<file path="src/rtl/mac_pkg.sv">
// mac_pkg: FSM state encoding and default widths shared by the MAC accumulator block.
package mac_pkg;
    typedef enum logic [1:0] {IDLE = 2'd0, ACCUM = 2'd1, HOLD = 2'd2} state_t;
    localparam int DEF_PROD_W = 16;
    localparam int DEF_ACC_W  = 24;
    localparam int DEF_CNT_W  = 9;
endpackage

</file>
<file path="src/rtl/sat_adder.sv">
// sat_adder: acc + zext(prod), pinned at all-ones when the true sum does not fit in ACC_W bits.
module sat_adder #(
    parameter int ACC_W  = 24,
    parameter int PROD_W = 16
) (
    input  logic [ACC_W-1:0]  acc,
    input  logic [PROD_W-1:0] prod,
    output logic [ACC_W-1:0]  sum_sat,
    output logic              ovf
);
    logic [ACC_W:0] full;
    always_comb begin
        full    = {1'b0, acc} + (ACC_W + 1)'(prod);
        ovf     = full[ACC_W];
        sum_sat = ovf ? '1 : full[ACC_W-1:0];
    end
endmodule

</file>
<file path="src/rtl/mac_accumulator.sv">
// mac_accumulator: accumulates a valid/ready product stream into per-frame saturating sums,
// presenting sum, term count and overflow on a held valid/ready result port.
module mac_accumulator
    import mac_pkg::*;
#(
    parameter int PROD_W = DEF_PROD_W,
    parameter int ACC_W  = DEF_ACC_W,
    parameter int CNT_W  = DEF_CNT_W
) (
    input  logic              clk,
    input  logic              rst,
    input  logic              clear,
    input  logic              in_valid,
    output logic              in_ready,
    input  logic [PROD_W-1:0] in_prod,
    input  logic              in_last,
    output logic              out_valid,
    input  logic              out_ready,
    output logic [ACC_W-1:0]  out_sum,
    output logic [CNT_W-1:0]  out_count,
    output logic              out_ovf
);
    state_t            state, state_nx;
    logic [ACC_W-1:0]  acc, acc_base, acc_nx;
    logic [CNT_W-1:0]  cnt, cnt_base, cnt_nx;
    logic              ovf, ovf_nx, carry, take;

    // Starting a frame from IDLE is just accumulating onto a zero base.
    sat_adder #(.ACC_W(ACC_W), .PROD_W(PROD_W)) u_add (
        .acc(acc_base), .prod(in_prod), .sum_sat(acc_nx), .ovf(carry)
    );

    always_comb begin
        acc_base  = (state == IDLE) ? '0 : acc;
        cnt_base  = (state == IDLE) ? '0 : cnt;
        cnt_nx    = (&cnt_base) ? cnt_base : cnt_base + CNT_W'(1);
        ovf_nx    = (state != IDLE && ovf) || carry;
        in_ready  = (state != HOLD) && !clear;
        out_valid = (state == HOLD);
        take      = in_valid && in_ready;
        state_nx  = state;
        if (take)
            state_nx = in_last ? HOLD : ACCUM;
        else if (state == HOLD && out_ready)
            state_nx = IDLE;
    end

    always_ff @(posedge clk or posedge rst) begin
        if (rst) begin
            state     <= IDLE;
            acc       <= '0;
            cnt       <= '0;
            ovf       <= 1'b0;
            out_sum   <= '0;
            out_count <= '0;
            out_ovf   <= 1'b0;
        end else if (clear) begin
            state <= IDLE;
            acc   <= '0;
            cnt   <= '0;
            ovf   <= 1'b0;
        end else begin
            state <= state_nx;
            if (take) begin
                acc <= acc_nx;
                cnt <= cnt_nx;
                ovf <= ovf_nx;
            end
            // Result registers load only on the final term so they stay put after a handshake.
            if (take && in_last) begin
                out_sum   <= acc_nx;
                out_count <= cnt_nx;
                out_ovf   <= ovf_nx;
            end
        end
    end
endmodule
</file>
<file path="config.mk">
export PLATFORM = sky130hd
export DESIGN_NAME = mac_accumulator
export DESIGN_NICKNAME = d
export VERILOG_FILES = /design/src/rtl/mac_pkg.sv /design/src/rtl/sat_adder.sv /design/src/rtl/mac_accumulator.sv
export SDC_FILE = /design/constraint.sdc
export NUM_CORES = 1
export LEC_CHECK = 0
export BUFFER_PORTS_ARGS = -buffer_cell sky130_fd_sc_hd__buf_4
export CAP_MARGIN = 5
export CORE_MARGIN = 4
export CORE_UTILIZATION = 32
export CTS_CLUSTER_DIAMETER = 30
export DETAILED_ROUTE_END_ITERATION = 6
export PLACE_DENSITY_LB_ADDON = 0.12
export REMOVE_ABC_BUFFERS = 1
export SLEW_MARGIN = 25
export SYNTH_ARGS = -nofsm -noshare
export SYNTH_HDL_FRONTEND = slang
export SYNTH_SLANG_ARGS = --single-unit
</file>
<file path="constraint.sdc">
create_clock -name clk -period 5.05 [get_ports clk]
set_input_delay 1.01 -clock clk [delete_from_list [all_inputs] [get_ports clk]]
set_output_delay 1.01 -clock clk [all_outputs]
set_load 0.05 [all_outputs]
</file>
==> implementation parameters, run 1 <==
Parameter                              Value

Logic synthesis
  Portion of the post-synthesis area used by sequential elements    0.406
  Synthesis warning total    0
  Post-Synthesis Cell Area    4320 µm²
  Syn Area/Cell    8.88 µm²
  Flip-flop cell with the highest count after synthesis    dfrtp_1
  Distinct cells, synth    59
  Number of synthesized register bits    70
  EDFF count, synth    0
  Async set or reset register ratio after synthesis    1.00
  Synthesized netlist cell count    486

Die
  Die width    124 µm
  Std cell rows    42
  Std-Cell Core Area    13200 µm²
  Die Outline Area    15400 µm²
  Overall die height    124 µm
  Effective utilization at floorplan    0.326
  I/O pin cnt    58

Placed design
  DP Wirelength    7780 µm
  Placer congestion estimate    0.828
  Post-detailed-placement cell area    4800 µm²
  Number of port buffers    57

Setup path
  Worst Path Buf+Inv    0
  Crit-path slowest cell    fa_1
  Worst-path cell chain    or2_2, and2_1, ha_1, fa_1, a211oi_2, nor3_2, o31a_1, a311oi_2, o31ai_2, and2_4, a31oi_1, o21ai_0
  Required time of the critical path    5.23 ns
  Worst setup EP type    flop
  Max stage delay on crit path    0.44 ns
  Data arrival time of the critical path    3.91 ns
  Crit path max-delay family    compound AO/OA/AOI/OAI gates
  Startpoint kind of the worst setup timing path    flop
  Maximum fanout encountered on the critical timing path    21
  Worst setup path class    reg -> reg

Global route
  Grt total ovfl    0
  Number of global-route vias before repair    3603
  Initial antenna violation count    0
  Pin count of the biggest net entering global routing    56
  First-pass GRT wire length    18400 µm
  GR Util All Layers    0.155

Pwr
  Leakage power summed over all cells    2.25 nW
  Power per cell area    343 nW/µm²
  Design Power    1.74 mW
  Peak supply drop    0.199 mV

Clock network
  Worst skew pair latency    0.34 ns
  Count of H-tree levels built during CTS    3
  Num CTS Buffers    9
  Post-CTS setup repair buffer count    0
  Hold Buf Count CTS    0
  CTS clock-pin slew for the worst setup and hold paths    0.05 ns
  CTS resizes    0
  Clock sink total    70
  CTS root buffer    clkbuf_16
  CTS max path bufs    2
  TritonCTS clock tree    built

Finish
  Finished layout cell area    5080 µm²
  Proportion of layout cells with a drive suffix above 1    0.175
  Ant diodes    0
  Area delta synth->final    17.7%
  Count of nets after finishing    569

STA
  Final setup violating endpoints    0
  Slew at the pin with the worst max-slew slack    0.901 ns
  Final hold viol count    0
  Fmax    269 MHz
  Setup TNS    0 ns
  Final critical-path required period    3.72 ns
  RSZ-0062 raised after global routing    false
  Worst clock skew    0.00862 ns
  Slew margin rel.    0.396
  Period utilisation layout    0.737
  Final-report max-slew violation count    0

Routing
  Total DRC errors in the routed layout    0
  Post-Route WL    11000 µm
  Average vias per placed instance    5.11
  Antenna violation net count after detailed routing    0
  DRC violation total after the first TritonRoute iteration    184
  First-pass iteration count of the detailed router    4
  Via count    3611
  Mean routed wirelength per cell    15.5 µm

Job
  Max Cap Violations    0

Min path
  Hold Path Class    reg -> reg

Outcome
  Outcome    complete, no violations
-- cells by family (layout without fill, tap and decap cells) --
| kind of cell | after synthesis | count (layout) | share of synthesized area |
|---|---|---|---|
| adder cells (fa/ha/maj) | 18 | 18 | 0.0539 |
| buffers and inverters | 32 | 77 | 0.0484 |
| flip-flops | 70 | 70 | 0.406 |
| multiplexers | 3 | 3 | 0.00696 |
| AO/OA/AOI/OAI | 148 | 148 | 0.209 |
| XOR/XNOR | 24 | 24 | 0.0487 |
| AND/OR/NAND/NOR | 191 | 191 | 0.227 |
-- power by group --
part | leakage [nW] | switching (mW) | internal, mW
logic | 1.19 | 0.325 | 0.147
clock network | 0.137 | 0.231 | 0.387
registers | 0.924 | 0.0330 | 0.621
-- cells in the mapped netlist, types with 2 or more instances --
master	count	area, µm²
nand4_1	7	43.8
a211oi_2	2	25.0
o211ai_1	2	15.0
nor3b_1	2	15.0
a21oi_1	27	135
a21o_2	2	17.5
o21a_1	2	15.0
xnor2_1	14	123
nor3_1	2	10.0
nand2b_1	3	18.8
o21ai_0	58	290
o31ai_1	3	22.5
nor2_1	44	165
or2_2	2	12.5
clkbuf_1	18	67.6
mux2i_1	3	30.0
nor4_1	2	12.5
nand2_1	57	214
a22o_1	2	17.5
a21boi_0	2	15.0
o21bai_1	4	30.0
nand3b_1	21	158
buf_6	5	56.3
nor2b_1	4	25.0
inv_1	3	11.3
dfrtp_1	70	1750
o21ai_1	12	60.1
ha_1	17	213
xor2_1	10	87.6
and3_1	7	43.8
a31oi_1	12	75.1
a21o_1	7	52.6
nand3_1	13	65.1
buf_4	3	22.5
and2_1	20	125
-- state kept, by name, indices dropped and copies added, names as in the netlist --
register / flops
state: 2
out_count: 9
out_sum: 24
ovf: 1
acc: 24
cnt: 9
out_ovf: 1
-- worst reg2reg max path, stage by stage (launching register included) --
cell and delay (ns):
dfrtp_1 0.42, or2_2 0.42, and2_1 0.21, ha_1 0.21, fa_1 0.44, a211oi_2 0.30, nor3_2 0.09, o31a_1 0.28
a311oi_2 0.33, o31ai_2 0.27, and2_4 0.30, a31oi_1 0.20, o21ai_0 0.11
-- through the flow --
stage | std cells | utilization | hold slack (ns) | worst slack, ns
floorplan | 457 | - | 0.472 | 1.52
global placement | 694 | 0.363 | 0.467 | 1.29
detailed placement | 694 | 0.363 | 0.472 | 1.22
CTS | 707 | 0.384 | 0.485 | 1.29
global route | 707 | 0.384 | 0.510 | 1.00
finish | 707 | 0.384 | 0.476 | 1.33
-- path summary, 6_finish.rpt --
kind | from | end | slack, ns | cells past startpoint
worst max-delay path | state[0]$_DFFE_PP0P_ | acc[15]$_DFFE_PP0P_ | 1.33 | 12
worst min-delay path | out_sum[15]$_DFFE_PP0P_ | out_sum[15]$_DFFE_PP0P_ | 0.48 | 2
worst max register to register | state[0]$_DFFE_PP0P_ | acc[15]$_DFFE_PP0P_ | 1.33 | 12
worst min register to register | out_sum[15]$_DFFE_PP0P_ | out_sum[15]$_DFFE_PP0P_ | 0.48 | 2
max in group asynchronous | rst | out_sum[14]$_DFFE_PP0P_ | 3.39 | 3
min in group asynchronous | rst | state[1]$_DFFE_PP0P_ | 0.80 | 2
-- cell usage in the layout, fill, tap and decap left out, types with 9 or more instances in the layout --
cell and instances:
ha_1 17, clkbuf_16 9, and2_1 20, nand3b_1 21
xor2_1 10, nor2_1 44, o21ai_0 58, a21oi_1 27
o21ai_1 12, a31oi_1 12, nand3_1 12, xnor2_1 14
dfrtp_1 70, buf_4 61, nand2_1 57
-- routing by layer --
| metal | track usage | routed length (µm) | up-vias | share of wire |
|---|---|---|---|---|
| met2 | 0.228 | 4890 | 90 | 0.45 |
| li1 | - | - | 1804 | - |
| met1 | 0.219 | 5280 | 1702 | 0.48 |
| met4 | 0.0623 | 234 | 0 | 0.021 |
| met5 | 0 | 0 | - | 0 |
| met3 | 0.0341 | 558 | 15 | 0.051 |
-- area by class of cell --
class / count / area, µm²
clock buffers: 11 / 243
clock inverters: 2 / 35.0
fillers: 1371 / 8160
multi-input cells: 384 / 2360
flip-flops and latches: 70 / 1750
well taps: 176 / 220
inverters: 3 / 12.5
repair buffers: 61 / 458
Note: power is estimated with default switching activity, not from simulation.
==> inputs of run 2 (changes only) <==
- ABC_AREA: default -> 1
- clock period: 5.05 -> 3 ns (I/O delays scaled with it)
==> implementation parameters, run 2 <==
Parameter                              Value

Outcome
  Outcome    complete, no violations (unchanged)

Job
  Max Cap Violations    0 (unchanged)

STA
  Final Hold Slack    0.263 ns (was 0.476 ns)
  RSZ-0062 raised after global routing    false (unchanged)
  Final-report max-slew violation count    0 (unchanged)
  Fmax    372 MHz (was 269 MHz)
  Final critical-path required period    2.69 ns (was 3.72 ns)
  Period utilisation layout    0.896 (was 0.737)
  Final setup violating endpoints    0 (unchanged)
  Worst clock skew    0.00943 ns (was 0.00862 ns)
  Final hold viol count    0 (unchanged)
  Slew at the pin with the worst max-slew slack    0.648 ns (was 0.901 ns)
  Slew margin rel.    0.567 (was 0.396)

Routing
  DRC violation total after the first TritonRoute iteration    203 (was 184)
  Antenna violation net count after detailed routing    0 (unchanged)
  Mean routed wirelength per cell    13.9 µm (was 15.5 µm)
  Via count    4261 (was 3611)
  Average vias per placed instance    4.64 (was 5.11)
  Total DRC errors in the routed layout    0 (unchanged)
  Post-Route WL    12800 µm (was 11000 µm)
  First-pass iteration count of the detailed router    5 (was 4)

Logic synthesis
  Syn Area/Cell    6.95 µm² (was 8.88 µm²)
  Async set or reset register ratio after synthesis    1.00 (unchanged)
  Synthesized netlist cell count    667 (was 486)
  Synthesis warning total    0 (unchanged)
  Share of the synthesized area in the top cell type    0.378 (was 0.406)
  Flip-flop cell with the highest count after synthesis    dfrtp_1 (unchanged)
  Library cell occupying the most area in the post-synthesis netlist    dfrtp_1 (unchanged)
  Distinct cells, synth    32 (was 59)
  Largest cells by area after synthesis    dfrtp_1 (38%), nand2_1 (21%), inv_1 (6.8%) (was dfrtp_1 (41%), o21ai_0 (6.7%), nand2_1 (5.0%))
  Most common cell in the netlist    nand2_1 (was dfrtp_1)
  Top cells by instance count after synthesis    nand2_1 (261), inv_1 (84), dfrtp_1 (70) (was dfrtp_1 (70), o21ai_0 (58), nand2_1 (57))
  Portion of the post-synthesis area used by sequential elements    0.378 (was 0.406)
  EDFF count, synth    0 (unchanged)
  Number of synthesized register bits    70 (unchanged)
  Post-Synthesis Cell Area    4640 µm² (was 4320 µm²)

Global route
  First-pass GRT wire length    21000 µm (was 18400 µm)
  GR Util All Layers    0.163 (was 0.155)
  Pin count of the biggest net entering global routing    38 (was 56)
  Number of global-route vias before repair    4227 (was 3603)
  Initial antenna violation count    0 (unchanged)
  Grt total ovfl    0 (unchanged)

Clock network
  Count of H-tree levels built during CTS    3 (unchanged)
  Clock sink total    70 (unchanged)
  CTS clock-pin slew for the worst setup and hold paths    0.06 ns (was 0.05 ns)
  CTS root buffer    clkbuf_16 (unchanged)
  CTS max path bufs    2 (unchanged)
  Num CTS Buffers    9 (unchanged)
  Worst skew pair latency    0.35 ns (was 0.34 ns)
  TritonCTS clock tree    built (unchanged)
  Hold Buf Count CTS    0 (unchanged)

Die
  Std cell rows    43 (was 42)
  Die Outline Area    16500 µm² (was 15400 µm²)
  Die width    128 µm (was 124 µm)
  Overall die height    128 µm (was 124 µm)
  Effective utilization at floorplan    0.330 (was 0.326)
  Std-Cell Core Area    14000 µm² (was 13200 µm²)
  I/O pin cnt    58 (unchanged)

Finish
  Finished layout cell area    5630 µm² (was 5080 µm²)
  Count of fill cells added during filler insertion    1510 (was 1371)
  Leading cell types in the layout, fill and taps excluded    nand2_1 (261), inv_1 (83), dfrtp_1 (70), buf_4 (69), nor2_1 (56) (was dfrtp_1 (70), buf_4 (61), o21ai_0 (58), nand2_1 (57), nor2_1 (44))
  Area of the multi-input gates    2450 µm² (was 2360 µm²)
  Largest registers ranked by flip-flop count    acc (24), out_sum (24) (unchanged)
  Proportion of layout cells with a drive suffix above 1    0.185 (was 0.175)
  Area used by sequential logic in the layout    1750 µm² (unchanged)
  Count of nets after finishing    774 (was 569)
  Most frequent standard cell in the layout excluding fill and tap cells    nand2_1 (was dfrtp_1)
  Ant diodes    0 (unchanged)
  Area delta synth->final    21.4% (was 17.7%)

Setup path
  Worst setup EP type    flop (unchanged)
  Worst setup path class    reg -> reg (unchanged)
  Max stage delay on crit path    0.44 ns (about the same)
  Reg2Reg Depth    13 (was 12)
  Instance count on the critical path    13 (was 12)
  Crit path max-delay family    simple AND/OR/NAND/NOR gates (was compound AO/OA/AOI/OAI gates)
  Maximum fanout encountered on the critical timing path    13 (was 21)
  Crit-path slowest cell    dfrtp_1 (was fa_1)
  Worst-path cell chain    nor2_4, buf_6, nor2_1, ha_1, a21oi_1, o21ai_0, a21oi_1, nand2_1, nand2_4, buf_12, nand3_2, nand2_1, o21ai_1 (was or2_2, and2_1, ha_1, fa_1, a211oi_2, nor3_2, o31a_1, a311oi_2, o31ai_2, and2_4, a31oi_1, o21ai_0)
  Startpoint kind of the worst setup timing path    flop (unchanged)
  Worst Path Buf+Inv    2 (was 0)
  Data arrival time of the critical path    2.90 ns (was 3.91 ns)
  Required time of the critical path    3.22 ns (was 5.23 ns)

Pwr
  Power per cell area    534 nW/µm² (was 343 nW/µm²)
  Leakage power summed over all cells    3.11 nW (was 2.25 nW)
  Peak supply drop    0.294 mV (was 0.199 mV)

Placed design
  DP Wirelength    9840 µm (was 7780 µm)
  Post-detailed-placement cell area    5290 µm² (was 4800 µm²)
  Number of port buffers    57 (unchanged)
  Placer congestion estimate    0.933 (was 0.828)

Min path
  Hold Path Class    in -> async (was reg -> reg)
[run 2: changes by cell type after synthesis, moves of 17 or more]
cell / delta
inv_1: +81
o21ai_0: -44
nand3b_1: -19
nand3_1: +17
and2_1: -18
nand2_1: +204
[run 2: worst paths after layout]
check	from	end	slack (ns)
min in group clk	out_sum[2]$_DFFE_PP0P_	out_sum[2]$_DFFE_PP0P_	0.48
hold reg to reg	out_sum[2]$_DFFE_PP0P_	out_sum[2]$_DFFE_PP0P_	0.48
setup / recovery	state[0]$_DFFE_PP0P_	acc[15]$_DFFE_PP0P_	0.31
hold / removal	rst	out_count[7]$_DFFE_PP0P_	0.26
setup reg to reg	state[0]$_DFFE_PP0P_	acc[15]$_DFFE_PP0P_	0.31
max in group asynchronous	rst	acc[21]$_DFFE_PP0P_	1.99
[run 2: power breakdown]
group	internal, mW	switching, mW	leakage [nW]
combinational	0.264	0.599	2.04
sequential	1.04	0.0494	0.937
clock	0.641	0.413	0.137
total	1.95	1.06	3.11
[run 2: repair_timing]
item / CTS / global route
endpoints found under the hold margin: 0 / 0
endpoints found under the setup margin: 0 / 32
buffers inserted: 0 / 6
gates resized for setup: 0 / 3
[run 2: per-layer routing]
metal  part of all wire  wire, µm  track usage  vias up
met2               0.45      5720        0.255       85
met5                  0         0            0        -
li1                   -         -            -     2206
met4              0.016       204       0.0512        0
met3              0.044       567       0.0386       16
met1               0.49      6320        0.224     1954
[run 2: layout make-up]
type | instances | area share
clock buffers | 12 | 0.0420
clock inverters | 4 | 0.00844
inverters | 91 | 0.0607
multi-input cells | 489 | 0.435
flip-flops and latches | 70 | 0.311
well taps | 180 | 0.0400
repair buffers | 73 | 0.103
[run 2: metrics by stage]
stage                     instances  power [mW]  setup WS [ns]   util  setup TNS [ns]
after floorplan                 650        1.69         -0.222      -           -6.14
after CTS                       913        3.05          0.107  0.397               0
after detailed placement        897        1.97          0.131  0.377               0
after global placement          897        1.97          0.212  0.377               0
final                           919        3.01          0.311  0.401               0
after global routing            919        3.17         0.0166  0.401               0
[run 2: kinds of logic after synthesis]
group	synth area share
flip-flops	0.378
XOR/XNOR	0.0264
buffers and inverters	0.0955
AO/OA/AOI/OAI	0.0585
AND/OR/NAND/NOR	0.392
adder cells (fa/ha/maj)	0.0502
==> inputs of run 3 (changes only) <==
- BUFFER_PORTS_ARGS: -buffer_cell sky130_fd_sc_hd__buf_4 -> default
- DONT_BUFFER_PORTS: default -> 1
- MAX_ROUTING_LAYER: default -> met4
==> implementation parameters, run 3 (synthesized netlist as in run 2, its figures left out) <==
Parameter                              Value

Global route
  Initial antenna violation count    0 (unchanged)
  Number of global-route vias before repair    4031 (was 4227)
  Grt total ovfl    0 (unchanged)
  GR Util All Layers    0.176 (was 0.163)
  First-pass GRT wire length    21800 µm (was 21000 µm)
  Pin count of the biggest net entering global routing    38 (unchanged)

Die
  Die width    128 µm (unchanged)
  Overall die height    128 µm (unchanged)
  Effective utilization at floorplan    0.330 (unchanged)
  Die Outline Area    16500 µm² (unchanged)
  I/O pin cnt    58 (unchanged)
  Std-Cell Core Area    14000 µm² (unchanged)
  Std cell rows    43 (unchanged)

Finish
  Finished layout cell area    5230 µm² (was 5630 µm²)
  Count of nets after finishing    714 (was 774)
  Area delta synth->final    12.7% (was 21.4%)
  Proportion of layout cells with a drive suffix above 1    0.116 (was 0.185)
  Most frequent standard cell in the layout excluding fill and tap cells    nand2_1 (unchanged)
  Final standard cell utilization of the core    0.372 (was 0.401)
  Ant diodes    0 (unchanged)
  Largest registers ranked by flip-flop count    acc (24), out_sum (24) (unchanged)
  Non-filler instance count after layout    859 (was 919)
  Count of fill cells added during filler insertion    1498 (was 1510)
  Leading cell types in the layout, fill and taps excluded    nand2_1 (261), inv_1 (83), dfrtp_1 (70), nor2_1 (56), nand3_1 (30) (was nand2_1 (261), inv_1 (83), dfrtp_1 (70), buf_4 (69), nor2_1 (56))

STA
  Worst clock skew    0.00819 ns (was 0.00943 ns)
  Final setup violating endpoints    0 (unchanged)
  Final hold viol count    0 (unchanged)
  Period utilisation layout    0.930 (was 0.896)
  Final critical-path required period    2.79 ns (was 2.69 ns)
  Slew margin rel.    0.456 (was 0.567)
  Final worst setup slack    0.209 ns (was 0.311 ns)
  Slew at the pin with the worst max-slew slack    0.815 ns (was 0.648 ns)
  RSZ-0062 raised after global routing    false (unchanged)
  Fmax    358 MHz (was 372 MHz)
  Final-report max-slew violation count    0 (unchanged)

Clock network
  Count of H-tree levels built during CTS    3 (unchanged)
  Num CTS Buffers    9 (unchanged)
  Hold Buf Count CTS    0 (unchanged)
  Clock sink total    70 (unchanged)
  CTS max path bufs    2 (unchanged)
  Worst skew pair latency    0.35 ns (about the same)
  CTS clock-pin slew for the worst setup and hold paths    0.07 ns (was 0.06 ns)
  CTS root buffer    clkbuf_16 (unchanged)
  TritonCTS clock tree    built (unchanged)

Setup path
  Crit path max-delay family    simple AND/OR/NAND/NOR gates (unchanged)
  Worst setup EP type    flop (unchanged)
  Crit-path slowest cell    dfrtp_1 (unchanged)
  Worst-path cell chain    nor2_4, buf_12, nor2_1, ha_1, a21oi_1, o21ai_0, a21oi_1, nand2_1, nand2_8, buf_12, nand3_2, nand2_1, nand2_1 (was nor2_4, buf_6, nor2_1, ha_1, a21oi_1, o21ai_0, a21oi_1, nand2_1, nand2_4, buf_12, nand3_2, nand2_1, o21ai_1)
  Data arrival time of the critical path    3.02 ns (was 2.90 ns)
  Required time of the critical path    3.23 ns (was 3.22 ns)
  Maximum fanout encountered on the critical timing path    21 (was 13)
  Most used cell, CP    nand2_1
  Worst Path Buf+Inv    2 (unchanged)
  Max stage delay on crit path    0.44 ns (about the same)
  Worst setup path class    reg -> reg (unchanged)
  Startpoint kind of the worst setup timing path    flop (unchanged)

Placed design
  Post-placement worst setup slack    0.189 ns (was 0.131 ns)
  DP Wirelength    10200 µm (was 9840 µm)
  Post-detailed-placement cell area    4890 µm² (was 5290 µm²)
  Placer congestion estimate    0.921 (was 0.933)
  Number of port buffers    0 (was 57)
  Placed cell count    841 (was 897)

Outcome
  Outcome    complete, no violations (unchanged)

Routing
  Mean routed wirelength per cell    15.6 µm (was 13.9 µm)
  Via count    4091 (was 4261)
  First-pass iteration count of the detailed router    4 (was 5)
  DRC violation total after the first TritonRoute iteration    243 (was 203)
  Antenna violation net count after detailed routing    0 (unchanged)
  Post-Route WL    13400 µm (was 12800 µm)
  Total DRC errors in the routed layout    0 (unchanged)
  Average vias per placed instance    4.76 (was 4.64)

Job
  Max Cap Violations    0 (unchanged)

Pwr
  Peak supply drop    0.328 mV (was 0.294 mV)
  Leakage power summed over all cells    2.81 nW (was 3.11 nW)
  Power per cell area    566 nW/µm² (was 534 nW/µm²)

Min path
  Hold Path Class    in -> async (unchanged)
run 3: metrics by stage:
step | hold WS, ns | power (mW) | setup TNS [ns]
2_1_floorplan | 0.449 | 1.69 | -6.14
3_3_place_gp | 0.464 | 1.86 | 0
3_5_place_dp | 0.470 | 1.86 | 0
4_1_cts | 0.325 | 3.01 | 0
5_1_grt | 0.365 | 3.13 | 0
6_report | 0.293 | 2.96 | 0
run 3: repair_timing:
action	4_1_cts	5_1_grt
setup buffers	0	2
setup endpoints to repair	0	16
resized for setup	0	1
run 3: routing by layer:
metal | vias up | track usage | part of all wire
met5 | - | - | 0
met4 | 0 | 0.0518 | 0.018
met3 | 17 | 0.0423 | 0.053
met2 | 83 | 0.264 | 0.45
met1 | 1899 | 0.235 | 0.48
li1 | 2092 | - | -
run 3: power by group:
part	switching (mW)	leakage [nW]	internal [mW]
Clock	0.450	0.149	0.671
Sequential	0.293	0.937	1.04
Combinational	0.341	1.73	0.168
run 3: path summary, 6_finish.rpt:
kind	from	end	slack, ns	cells after the start
min in group clk	out_ready	state[1]$_DFFE_PP0P_	0.43	3
worst max-delay path	state[0]$_DFFE_PP0P_	out_sum[19]$_DFFE_PP0P_	0.21	13
worst min-delay path	rst	out_count[7]$_DFFE_PP0P_	0.29	1
worst max register to register	state[0]$_DFFE_PP0P_	out_sum[19]$_DFFE_PP0P_	0.21	13
worst min register to register	acc[11]$_DFFE_PP0P_	acc[11]$_DFFE_PP0P_	0.48	2
max in group asynchronous	rst	acc[17]$_DFFE_PP0P_	2.04	2
run 3: area by class of cell:
type | count | area [µm²] | share of cell area
Clock buffer | 10 | 239 | 0.0457
Tap cell | 180 | 225 | 0.0431
Clock inverter | 6 | 68.8 | 0.0132
Multi-Input combinational cell | 489 | 2450 | 0.469
Inverter | 91 | 342 | 0.0654
Timing Repair Buffer | 13 | 148 | 0.0283
Sequential cell | 70 | 1750 | 0.335
